--- src/rtl/chord_mixer.sv ---
// rtl/chord_mixer.sv - mixes three per-voice sample streams into one saturated 16-bit codec sample
module chord_mixer #(
  parameter int TIMEOUT = 64,
  parameter int SHIFT   = 0
) (
  input  logic        clk,
  input  logic        reset,
  input  logic        generate_next_sample,
  input  logic [2:0]  voice_active,
  input  logic [47:0] sample_in,
  input  logic [2:0]  sample_valid,
  output logic [15:0] sample_out,
  output logic        new_sample_ready,
  output logic [2:0]  missed,
  output logic        overrun
);

  typedef enum logic [1:0] {IDLE, COLLECT, SUM} state_t;

  localparam int TW = (TIMEOUT > 2) ? $clog2(TIMEOUT) : 1;

  state_t         state, state_nxt;
  logic [TW-1:0]  timer;
  logic [2:0]     mask;
  logic [2:0]     got;
  logic [2:0]     cap;
  logic [2:0]     got_nxt;
  logic           start;
  logic [15:0]    held [3];

  logic signed [17:0] sum_full;
  logic signed [17:0] sum_shr;
  logic [15:0]        sum_sat;

  always_comb begin
    state_nxt = state;
    start     = 1'b0;
    cap       = mask & sample_valid;
    got_nxt   = got | cap;
    case (state)
      IDLE: begin
        if (generate_next_sample) begin
          start     = 1'b1;
          state_nxt = COLLECT;
        end
      end
      COLLECT: begin
        if (((got_nxt & mask) == mask) || (timer == TW'(TIMEOUT - 1)))
          state_nxt = SUM;
      end
      SUM:     state_nxt = IDLE;
      default: state_nxt = IDLE;
    endcase
  end

  // Held samples are zeroed at request time, so missing voices add nothing.
  always_comb begin
    sum_full = {{2{held[0][15]}}, held[0]}
             + {{2{held[1][15]}}, held[1]}
             + {{2{held[2][15]}}, held[2]};
    sum_shr  = sum_full >>> SHIFT;
    if (sum_shr > 18'sd32767)
      sum_sat = 16'h7fff;
    else if (sum_shr < -18'sd32768)
      sum_sat = 16'h8000;
    else
      sum_sat = sum_shr[15:0];
  end

  always_ff @(posedge clk or posedge reset) begin
    if (reset)
      state <= IDLE;
    else
      state <= state_nxt;
  end

  always_ff @(posedge clk or posedge reset) begin
    if (reset) begin
      mask             <= 3'b000;
      got              <= 3'b000;
      timer            <= '0;
      sample_out       <= 16'h0000;
      new_sample_ready <= 1'b0;
      missed           <= 3'b000;
      overrun          <= 1'b0;
      for (int i = 0; i < 3; i++)
        held[i] <= 16'h0000;
    end else begin
      new_sample_ready <= 1'b0;
      if (generate_next_sample && (state != IDLE))
        overrun <= 1'b1;
      case (state)
        IDLE: begin
          if (start) begin
            mask  <= voice_active;
            got   <= 3'b000;
            timer <= '0;
            for (int i = 0; i < 3; i++)
              held[i] <= 16'h0000;
          end
        end
        COLLECT: begin
          for (int i = 0; i < 3; i++)
            if (cap[i])
              held[i] <= sample_in[16*i +: 16];
          got   <= got_nxt;
          timer <= timer + 1'b1;
        end
        SUM: begin
          sample_out       <= sum_sat;
          missed           <= mask & ~got;
          new_sample_ready <= 1'b1;
        end
        default: ;
      endcase
    end
  end

endmodule

--- config.mk ---
export PLATFORM = sky130hd
export DESIGN_NAME = chord_mixer
export DESIGN_NICKNAME = d
export VERILOG_FILES = /design/src/rtl/chord_mixer.sv
export SDC_FILE = /design/constraint.sdc
export NUM_CORES = 1
export LEC_CHECK = 0
export ABC_CLOCK_PERIOD_IN_PS = 8700
export CAP_MARGIN = 20
export CORE_UTILIZATION = 30
export CTS_BUF_LIST = sky130_fd_sc_hd__clkbuf_8
export DETAILED_ROUTE_END_ITERATION = 12
export GPL_ROUTABILITY_DRIVEN = 0
export PLACE_DENSITY_LB_ADDON = 0.15
export SLEW_MARGIN = 10
export SYNTH_ARGS = -nofsm -noshare
export SYNTH_HDL_FRONTEND = slang
export SYNTH_SLANG_ARGS = --single-unit
--- constraint.sdc ---
create_clock -name clk -period 8.7 [get_ports clk]
set_input_delay 1.305 -clock clk [delete_from_list [all_inputs] [get_ports clk]]
set_output_delay 1.305 -clock clk [all_outputs]
set_load 0.01 [all_outputs]
# Word level (Yosys, flattened, before mapping)

Cells that the tools add are included.

Bits in latches: 0
Flip-flop bits (word level): 83
Input bits: 57
Logic and storage cells: 59
Memories kept: 0
Bits in read-only memories: 0
Output and inout bits: 21
Memory bits (writable): 0

Bitwise logic cells: 5
Magnitude comparators: 2
Equality and inequality tests: 10
$add $sub $neg: 3
Multiplexer cells: 17
Reduce and logical (&&, ||, !) cells: 11
Shifts and indexed selects: 0
Multipliers: 0
Divide/modulo/power cells: 0

Operator list:

| cell                   | count |
|---|---|
| $pmux W48 S2           | 1 |
| $mux W16               | 5 |
| $mux W48               | 1 |
| $add A17 B16 Y18       | 1 |
| $gt A18 B16 Y1 const B | 1 |
| $lt A18 B16 Y1 const B | 1 |
| $add A16 B16 Y17       | 1 |
| $ne A2 B2 Y1 const B   | 6 |
| $pmux W6 S2            | 1 |
| $and A3 B3 Y3          | 3 |
| $reduce_and A3 Y1      | 3 |
| $add A6 B1 Y6 const B  | 1 |
| $eq A6 B6 Y1 const B   | 1 |
| $mux W6                | 1 |
| $pmux W3 S2            | 1 |
| $reduce_and A2 Y1      | 3 |
| $mux W2                | 2 |
| $pmux W2 S2            | 1 |
| $reduce_bool A2 Y1     | 2 |
| $eq A3 B3 Y1           | 1 |
| $mux W1                | 3 |
| $mux W3                | 1 |
| $not A3 Y3             | 1 |
| $or A3 B3 Y3           | 1 |
| 5 further kinds        | 5 |

# Depth between registers and ports, before layout

Gate-level depths: netlist (run 1).

Depth in word-level cells: 7
Depth in mapped cells: 13
Depth with buffers taken out: 13

# Worst setup path before layout (run 1)

Ideal clock, no wire load.

Kind: register -> register
Start point: reg held[1] in the netlist's numbering
End point: reg sample_out[10]
Slack: 5,555 ps
Buffers on the path: 0
Data required time: 8,567 ps
Data arrival time: 3,012 ps
Stages on the path, launching flop included: 14
Setup time: 133 ps
Period minus slack after synthesis: 3,145 ps
Cell sequence: dfrtp_1 > inv_1 > fa_1 > inv_1 > ha_1 > fa_1 > a21o_1 > nand4_1 > a211oi_1 > a211oi_1 > xnor2_2 > or4_1 > o21ai_0 > a21oi_1

Longest elaborated chain between the ends: 4
Elaborated cells on any way between the ends: 5
Those cells by class: add/sub (1); order compare (2); mux (2)

Ends and longest elaborated chain:

| element                           | RTL line | RTL |
|---|---|---|
| from (decl)                       | 29       | `logic [15:0] held [3];` |
| from (signal, indexed assignment) | 105      | `held[i] <= sample_in[16*i +: 16];` |
| $add A17 B16 Y18 (*)              | 60       | `+ {{2{held[2][15]}}, held[2]};` |
| $lt A18 B16 Y1                    | 64       | `else if (sum_shr < -18'sd32768)` |
| $mux W16                          | 64       |  |
| $mux W16 (*)                      | 62       | `if (sum_shr > 18'sd32767)` |
| to (signal assigned)              | 110      | `sample_out <= sum_sat;` |
| to (decl)                         | 12       | `output logic [15:0] sample_out,` |

Every way passes the cells marked *; elsewhere a longest branch is shown, timed or not.
A chain may end at the register's enable or synchronous reset.

# Final worst setup path (run 1)

Start point: reg held[1] in the netlist's numbering
End point: reg sample_out[9]

Same word-level chain as after synthesis.

==> results.py, run 1 <==
metrics = {
    "clock_network": {
        "cts_tree": "yes",
        "htreeDepth": 3,
        "clkSinkCount": 83,
        "clk_pin_slew_worst_paths_ps": 90,
        "cts_resized": 0,
        "cts_root_buf": "clkbuf_8",
        "postCtsHoldBufs": 0,
        "clk_latency_ps": 370,
        "post_cts_buffers": 0,
        "cts_buffers": 9,
        "cts.path.max_buffers": 2,
    },
    "timing": {
        "slew_headroom_pct": 40.6,
        "final.period_utilization_pct": 41.0,
        "hold_violations": 0,
        "setup_viol": 0,
        "finClkSkew_ps": 9.91,
        "fin_ws_ps": 5130,
        "setup_tns_ps": 0,
        "rsz0062_at_grt": "no",
        "period_needed_ps": 3570,
        "slew_viol_final": 0,
        "holdWs_ps": 472,
        "timing.fmax_ghz": 0.280,
        "worstMarginPinSlew_ps": 891,
    },
    "floorplan": {
        "core_area_mm2": 0.0141,
        "start_util_pct": 31.2,
        "fp.dieW_um": 123,
        "fp.dieH_um": 123,
        "rows": 43,
        "io_pins": 78,
        "die-area_mm2": 0.0151,
    },
    "synth": {
        "synth_top_cell_area_share_pct": 47.3,
        "syn_inst": 394,
        "synthTopCellsByArea": "dfrtp_1, a22o_1, fa_1",
        "synth-seq-cells": 83,
        "ys_types": 49,
        "syn_avg_cell_area_um2": 11.2,
        "syn_area_mm2": 0.00440,
        "syn_nets": 485,
        "async_flop_share_pct": 100,
        "ys_seq_area_share_pct": 47.3,
        "yosys_warnings": 0,
        "yosys.area.top_type": "dfrtp_1",
        "synth-edff-count": 0,
        "synth_flop_cell": "dfrtp_1",
        "synth_common_cells": "dfrtp_1, a22o_1, nand2_1",
        "synth_most_common_cell": "dfrtp_1",
    },
    "drt": {
        "wire_per_inst_um": 16.5,
        "initialDrtViolationCount": 173,
        "antenna_left": 0,
        "via_count": 3300,
        "drc_errors": 0,
        "dr.pass1.iters": 4,
        "viasPerCell": 5.05,
        "finalWirelength_mm": 10.8,
    },
    "power_and_ir_drop": {
        "leakage_uw": 0.00260,
        "peakVddDrop_mv": 0.108,
        "power.density_mw_per_mm2": 360,
    },
    "layout": {
        "drive_gt1_share_pct": 6.33,
        "stdcell_count": 654,
        "n_fill_cell": 1374,
        "area_delta_synth_final_pct": 27.3,
        "final_nets": 561,
        "num_antenna_cells": 0,
    },
    "setup_path": {
        "crit_path_end_kind": "flip-flop",
        "r2r_start": "held[1]$_DFFE_PP0P_",
        "r2r_slack_ps": 5130,
        "required_ps": 8980,
        "start_kind": "flip-flop",
        "worst_ep_arrival_time_ps": 3850,
        "worstPathMaxFanout": 19,
        "setup.worst_path.start": "held[1]$_DFFE_PP0P_",
        "crit_type": "reg2reg",
    },
    "placed_design": {
        "place_inst": 638,
        "io_buffers": 77,
        "dp_hpwl_mm": 7.90,
        "pre_cts_slack_ps": 5120,
    },
    "global_route": {
        "grt_pass1_vias": 3350,
        "grt_start_max_net_pins": 84,
        "gr-total-overflow": 0,
        "track_usage_pct": 15.5,
        "grt_pass1_wl_mm": 17.5,
        "antenna_found_initial": 0,
    },
    "run": {
        "drv_cap": 0,
    },
    "min_path": {
        "hp-class": "reg2reg",
        "worstHoldStart": "overrun$_DFFE_PP0P_",
    },
    "status": {
        "run_status": "complete, no violations",
    },
}
## layout by cell type, fill, tap and decap left out, drive strengths merged, types with 3 or more instances in the layout
cell type and count:
o221a 4, o21ai 17, o221ai 4, a211oi 5, and3 5, inv 8, nor2b 4, a22o 48
buf 5, xor2 9, nor3 9, nand2 40, nand3 9, nand4 4, fa 17, clkinv 3
nand2b 8, xnor2 6, a21oi 16, clkbuf 11, nor3b 5, clkdlybuf4s50 77, o211ai 5, a21o 12
dfrtp 83, ha 17, nor2 22
## metal layers
metal | wire, um | GRT usage, % | vias up
li1 | - | - | 1598
met5 | 0 | 0 | -
met3 | 501 | 3.83 | 14
met1 | 5200 | 20.8 | 1621
met2 | 4900 | 24.0 | 67
met4 | 201 | 6.10 | 0
## path summary, 6_finish.rpt
| kind | to | depth (start not counted) |
|---|---|---|
| max | sample_out[9]$_DFFE_PP0P_ | 13 |
| min | overrun$_DFFE_PP0P_ | 1 |
| max reg2reg | sample_out[9]$_DFFE_PP0P_ | 13 |
| min reg2reg | overrun$_DFFE_PP0P_ | 1 |
| max in group asynchronous | held[31]$_DFFE_PP0P_ | 4 |
| min in group asynchronous | got[0]$_DFFE_PP0P_ | 3 |
## state kept, by name, summed over array words and instances (netlist names)
register and count:
got 3, held 48, mask 3, missed 3, new_sample_ready 1, overrun 1, sample_out 16, state 2
timer 6
## cell type report
type	count	area, um^2	area share (%)
Clock buffer	11	151	2.71
Tap cell	180	225	4.03
Timing Repair Buffer	82	821	14.7
Sequential cell	83	2080	37.1
Clock inverter	4	73.8	1.32
Inverter	9	35.0	0.626
Multi-Input combinational cell	285	2210	39.5
## report_power, final
part           internal, uW  switching, uW  total [uW]
logic                   462            582        1040
registers               535            114         648
clock network           176            145         321
## per-stage QoR
stage / total power, uW / util (%) / cell area [um^2]
2_1_floorplan: 1380 / - / 4400
3_3_place_gp: 1690 / 38.0 / 5350
3_5_place_dp: 1700 / 38.0 / 5350
4_1_cts: 2030 / 39.6 / 5580
5_1_grt: 2190 / 39.7 / 5600
6_report: 2010 / 39.7 / 5600
## cells by family (layout without fill, tap and decap cells)
kind of cell,count (synthesis),after routing,synth area share (%)
and+or+nand+nor,111,111,12.1
adders and majority gates,34,34,12.6
DFF,83,83,47.3
muxes,1,1,0.228
AOI/OAI and AO/OA,124,124,22.3
xor gates and xnor gates,15,15,3.16
buffers and inverters,26,106,2.42
## worst max-delay path: stages, from the launching register on
cell and delay (ps):
dfrtp_1 360, inv_1 60, fa_1 460, inv_1 60, ha_1 200, fa_1 220, a21o_1 150, nand4_1 130
a211oi_1 450, a211oi_1 200, xnor2_2 670, nand3_2 210, nand2b_1 200, o211ai_1 90
Note: power is estimated with default switching activity, not from simulation.
==> inputs of run 2 (changes only) <==
ABC_CLOCK_PERIOD_IN_PS = 2900   (was 8700)
clock period = 2.9 ns   (was 8.7 ns; I/O delays follow)
==> results.py, run 2 (synthesis gave the netlist of run 1 again) <==
metrics = {
    "drt": {
        "via_count": 3597,
        "antenna_left": 0,
        "drc_errors": 0,
        "initialDrtViolationCount": 187,
        "dr.pass1.iters": 4,
        "finalWirelength_mm": 11.8,
        "wire_per_inst_um": 16.2,
        "viasPerCell": 4.94,
    },
    "global_route": {
        "gr-total-overflow": 0,
        "track_usage_pct": 16.9,
        "grt_pass1_vias": 3835,
        "antenna_found_initial": 0,
        "grt_most_used_layer": "met2",
        "grt_start_max_net_pins": 36,
        "met2_usage_pct": 28.1,
        "grt_pass1_wl_mm": 19.2,
        "grtUsageMet3_pct": 5.35,
        "met1_usage_pct": 21.5,
    },
    "timing": {
        "slew_headroom_pct": 41.8,
        "fin_ws_ps": -171,
        "worstMarginPinSlew_ps": 870,
        "period_needed_ps": 3070,
        "setup_tns_ps": -1460,
        "rsz0062_at_grt": "yes",
        "finClkSkew_ps": 10.3,
        "timing.fmax_ghz": 0.326,
        "slew_viol_final": 0,
        "holdWs_ps": 444,
        "hold_violations": 0,
        "final.period_utilization_pct": 106,
        "setup_viol": 15,
    },
    "layout": {
        "largest_reg_flops": 48,
        "drive_gt1_share_pct": 23.9,
        "area_delta_synth_final_pct": 43.6,
        "top_regs": "held: 48 flops, sample_out: 16 flops, timer: 6 flops",
        "final_common_cell": "dfrtp_1",
        "stdcell_count": 728,
        "n_fill_cell": 1349,
        "largest_register": "held",
        "num_antenna_cells": 0,
        "final_cell_mix": "dfrtp_1, clkdlybuf4s50_1, buf_4",
        "final_util_pct": 44.8,
        "final_nets": 634,
    },
    "setup_path": {
        "worstPathMaxFanout": 6,
        "start_kind": "flip-flop",
        "crit_path_end_kind": "flip-flop",
        "crit_type": "reg2reg",
        "required_ps": 3150,
        "worst_ep_arrival_time_ps": 3320,
        "setup.worst_path.start": "held[1]$_DFFE_PP0P_",
        "r2r_start": "held[1]$_DFFE_PP0P_",
    },
    "power_and_ir_drop": {
        "p_int_uw": 4400,
        "netSwitchingPower_uw": 2950,
        "power.density_mw_per_mm2": 1160,
        "peakVddDrop_mv": 0.500,
        "p_sw_share_pct": 40.2,
        "p_comb_share_pct": 60.9,
        "clock_power_share_pct": 12.7,
        "pwr-share-seq_pct": 26.4,
        "leakage_uw": 0.00299,
    },
    "clock_network": {
        "cts_root_buf": "clkbuf_8",
        "cts_tree": "yes",
        "cts.path.max_buffers": 2,
        "clk_pin_slew_worst_paths_ps": 90,
        "clk_latency_ps": 370,
        "clkSinkCount": 83,
        "cts_buffers": 9,
        "htreeDepth": 3,
    },
    "status": {
        "violations": "negative setup slack",
        "run_status": "complete, but fails checks",
    },
    "floorplan": {
        "fp.dieW_um": 123,
        "die-area_mm2": 0.0151,
        "rows": 43,
        "io_pins": 78,
        "start_util_pct": 31.2,
        "core_area_mm2": 0.0141,
        "fp.dieH_um": 123,
    },
    "placed_design": {
        "io_buffers": 77,
        "place_inst": 702,
        "dp_hpwl_mm": 8.65,
    },
    "min_path": {
        "hp-class": "in2async",
    },
    "run": {
        "drv_cap": 0,
    },
}
==> run 2: cell type report <==
type | count | area, um^2 | share of cell area, %
Inverter | 9 | 35.0 | 0.555
Multi-Input combinational cell | 285 | 2370 | 37.5
Tap cell | 180 | 225 | 3.57
Timing Repair Buffer | 155 | 1380 | 21.9
Sequential cell | 83 | 2080 | 32.9
Clock inverter | 7 | 97.6 | 1.55
Clock buffer | 9 | 124 | 1.96
==> run 2: worst paths after layout <==
kind / endpoint / slack, ps / cells after the start
worst max-delay path: sample_out[10]$_DFFE_PP0P_ / -170 / 13
worst min-delay path: held[12]$_DFFE_PP0P_ / 440 / 2
worst max register to register: sample_out[10]$_DFFE_PP0P_ / -170 / 13
worst min register to register: overrun$_DFFE_PP0P_ / 470 / 1
max in group asynchronous: sample_out[12]$_DFFE_PP0P_ / 1690 / 3
min in group clk: overrun$_DFFE_PP0P_ / 470 / 1
==> run 2: power groups by stage <==
stage	sequential, uW	combinational, uW	clock, uW
CTS	1940	4320	976
floorplan	1940	2230	0
global route	2000	4920	1010
finish	1940	4470	934
global placement	1950	3940	0
detailed placement	1950	3960	0
==> run 2: what timing repair did <==
item / 4_1_cts / 5_1_grt
gates resized for setup: 21 / 12
hold endpoints to repair: 0 / 0
setup buffers: 5 / 4
hold buffers: 0 / 0
cloned: 1 / 0
pin swaps: 20 / 7
endpoints found under the setup margin: 15 / 16
==> run 2: critical path, cell delays in order (launching register included) <==
cell      delay, ps
dfrtp_1         370
inv_2            40
fa_1            520
inv_1            40
ha_2            190
fa_2            340
a21o_1          170
nand4_1         110
a211oi_2        100
a211oi_2        300
xnor2_2         180
or4_1           440
o21ai_0         100
a21oi_1          60
==> run 2: metal layers <==
metal | part of all wire, % | vias to the layer above
li1 | - | 1745
met1 | 45 | 1758
met5 | 0 | -
met4 | 0.99 | 0
met3 | 5.0 | 9
met2 | 49 | 85
==> run 2: through the flow <==
step / total power (uW) / setup WS, ps / area (um^2)
after detailed placement: 5910 / -228 / 5870
after global placement: 5890 / -165 / 5870
after CTS: 7230 / -106 / 6240
after floorplan: 4170 / -97.3 / 4420
after global routing: 7930 / -307 / 6310
final: 7350 / -171 / 6310
==> inputs of run 3 (changes only) <==
PLACE_DENSITY = 0.54   (was unset)
PLACE_DENSITY_LB_ADDON = unset   (was 0.15)
==> results.py, run 3 (synthesis gave the netlist of run 1 again) <==
metrics = {
    "clock_network": {
        "cts_root_buf": "clkbuf_8",
        "clkSinkCount": 83,
        "cts.path.max_buffers": 2,
        "clk_pin_slew_worst_paths_ps": 80,
        "cts_buffers": 9,
        "htreeDepth": 3,
        "cts_tree": "yes",
        "clk_latency_ps": 370,
    },
    "setup_path": {
        "crit_path_end_kind": "flip-flop",
        "cp_num_buf_inv": 2,
        "r2r_slack_ps": -140,
        "worstPathMaxFanout": 6,
        "crit_type": "reg2reg",
        "cp_top_family": "adder cells",
        "start_kind": "flip-flop",
        "required_ps": 3160,
        "crit_path_cell_trace": "inv_2, fa_1, inv_2, ha_4, fa_2, a21o_1, nand4_1, a211oi_2, a211oi_2, xnor2_2, or4_1, o21ai_1, a21oi_1",
        "cp_slowest_cell": "fa_1",
        "max_stage_delay_ps": 550,
        "worst_ep_arrival_time_ps": 3300,
    },
    "power_and_ir_drop": {
        "leakage_uw": 0.00293,
        "power.total_uw": 7100,
        "power.density_mw_per_mm2": 1140,
        "peakVddDrop_mv": 0.351,
    },
    "global_route": {
        "met2_usage_pct": 25.9,
        "grt_pass1_vias": 3755,
        "track_usage_pct": 16.7,
        "antenna_found_initial": 0,
        "grt_start_max_net_pins": 38,
        "grt_pass1_wl_mm": 19.2,
        "grt_most_used_layer": "met2",
        "grtUsageMet3_pct": 3.92,
        "gr-total-overflow": 0,
        "met1_usage_pct": 22.9,
    },
    "drt": {
        "via_count": 3567,
        "finalWirelength_mm": 11.5,
        "dr.pass1.iters": 4,
        "initialDrtViolationCount": 148,
        "drc_errors": 0,
        "viasPerCell": 4.97,
        "antenna_left": 0,
        "wire_per_inst_um": 16.0,
    },
    "min_path": {
        "hp-class": "in2async",
    },
    "timing": {
        "worstMarginPinSlew_ps": 784,
        "timing.fmax_ghz": 0.329,
        "slew_headroom_pct": 47.6,
        "finClkSkew_ps": 11.7,
        "period_needed_ps": 3040,
        "hold_violations": 0,
        "slew_viol_final": 0,
        "setup_tns_ps": -1250,
        "rsz0062_at_grt": "yes",
        "setup_viol": 15,
        "holdWs_ps": 451,
        "fin_ws_ps": -142,
        "final.period_utilization_pct": 105,
    },
    "layout": {
        "area_delta_synth_final_pct": 42.0,
        "stdcell_count": 717,
        "largest_reg_flops": 48,
        "top_regs": "held: 48 flops, sample_out: 16 flops, timer: 6 flops",
        "largest_register": "held",
        "final_cell_mix": "dfrtp_1, clkdlybuf4s50_1, buf_4",
        "final_common_cell": "dfrtp_1",
        "drive_gt1_share_pct": 22.7,
        "final_nets": 623,
        "num_antenna_cells": 0,
    },
    "floorplan": {
        "fp.dieW_um": 123,
        "io_pins": 78,
        "start_util_pct": 31.2,
        "die-area_mm2": 0.0151,
        "fp.dieH_um": 123,
        "rows": 43,
        "core_area_mm2": 0.0141,
    },
    "placed_design": {
        "io_buffers": 77,
        "dp_hpwl_mm": 8.52,
        "place_inst": 691,
    },
    "status": {
        "run_status": "complete, but fails checks",
        "violations": "negative setup slack",
    },
    "run": {
        "drv_cap": 0,
    },
}
-- run 3: final cells by class --
class                   instances  area [um^2]
flip-flops and latches         83         2080
multi-input cells             285         2410
fillers                      1334         7860
repair buffers                144         1300
inverters                       9         35.0
clock inverters                 7         67.6
clock buffers                   9          124
well taps                     180          225
-- run 3: layer usage --
| layer | wire length (um) | vias to the layer above |
|---|---|---|
| met1 | 5510 | 1767 |
| met2 | 5340 | 73 |
| met5 | 0 | - |
| li1 | - | 1718 |
| met4 | 124 | 0 |
| met3 | 513 | 9 |
-- run 3: through the flow --
step,setup slack (ps),util [%],area (um^2)
after CTS,-143,43.3,6100
after global routing,-295,44.3,6240
after floorplan,-97.3,-,4420
after global placement,-183,41.1,5790
after detailed placement,-208,41.1,5790
final,-142,44.3,6240
-- run 3: repair_timing --
item,CTS,global route
buffers inserted,4,5
cloned,1,0
hold buffers,0,0
pin swaps,15,8
endpoints found under the setup margin,15,16
gates resized for setup,18,22
-- run 3: worst paths after layout --
path | startpoint | endpoint | cells past startpoint
min in group clk | sample_out[11]$_DFFE_PP0P_ | sample_out[11]$_DFFE_PP0P_ | 1
min reg2reg | sample_out[11]$_DFFE_PP0P_ | sample_out[11]$_DFFE_PP0P_ | 1
max reg2reg | held[1]$_DFFE_PP0P_ | sample_out[10]$_DFFE_PP0P_ | 13
max | held[1]$_DFFE_PP0P_ | sample_out[10]$_DFFE_PP0P_ | 13
min | reset | missed[0]$_DFFE_PP0P_ | 2
max in group asynchronous | reset | new_sample_ready$_DFF_PP0_ | 3
-- run 3: power by group --
part,total [uW],leakage (uW),switching (uW),internal [uW]
combinational,4330,0.00174,2130,2190
clock,835,0.0000968,441,395
sequential,1940,0.00110,338,1600
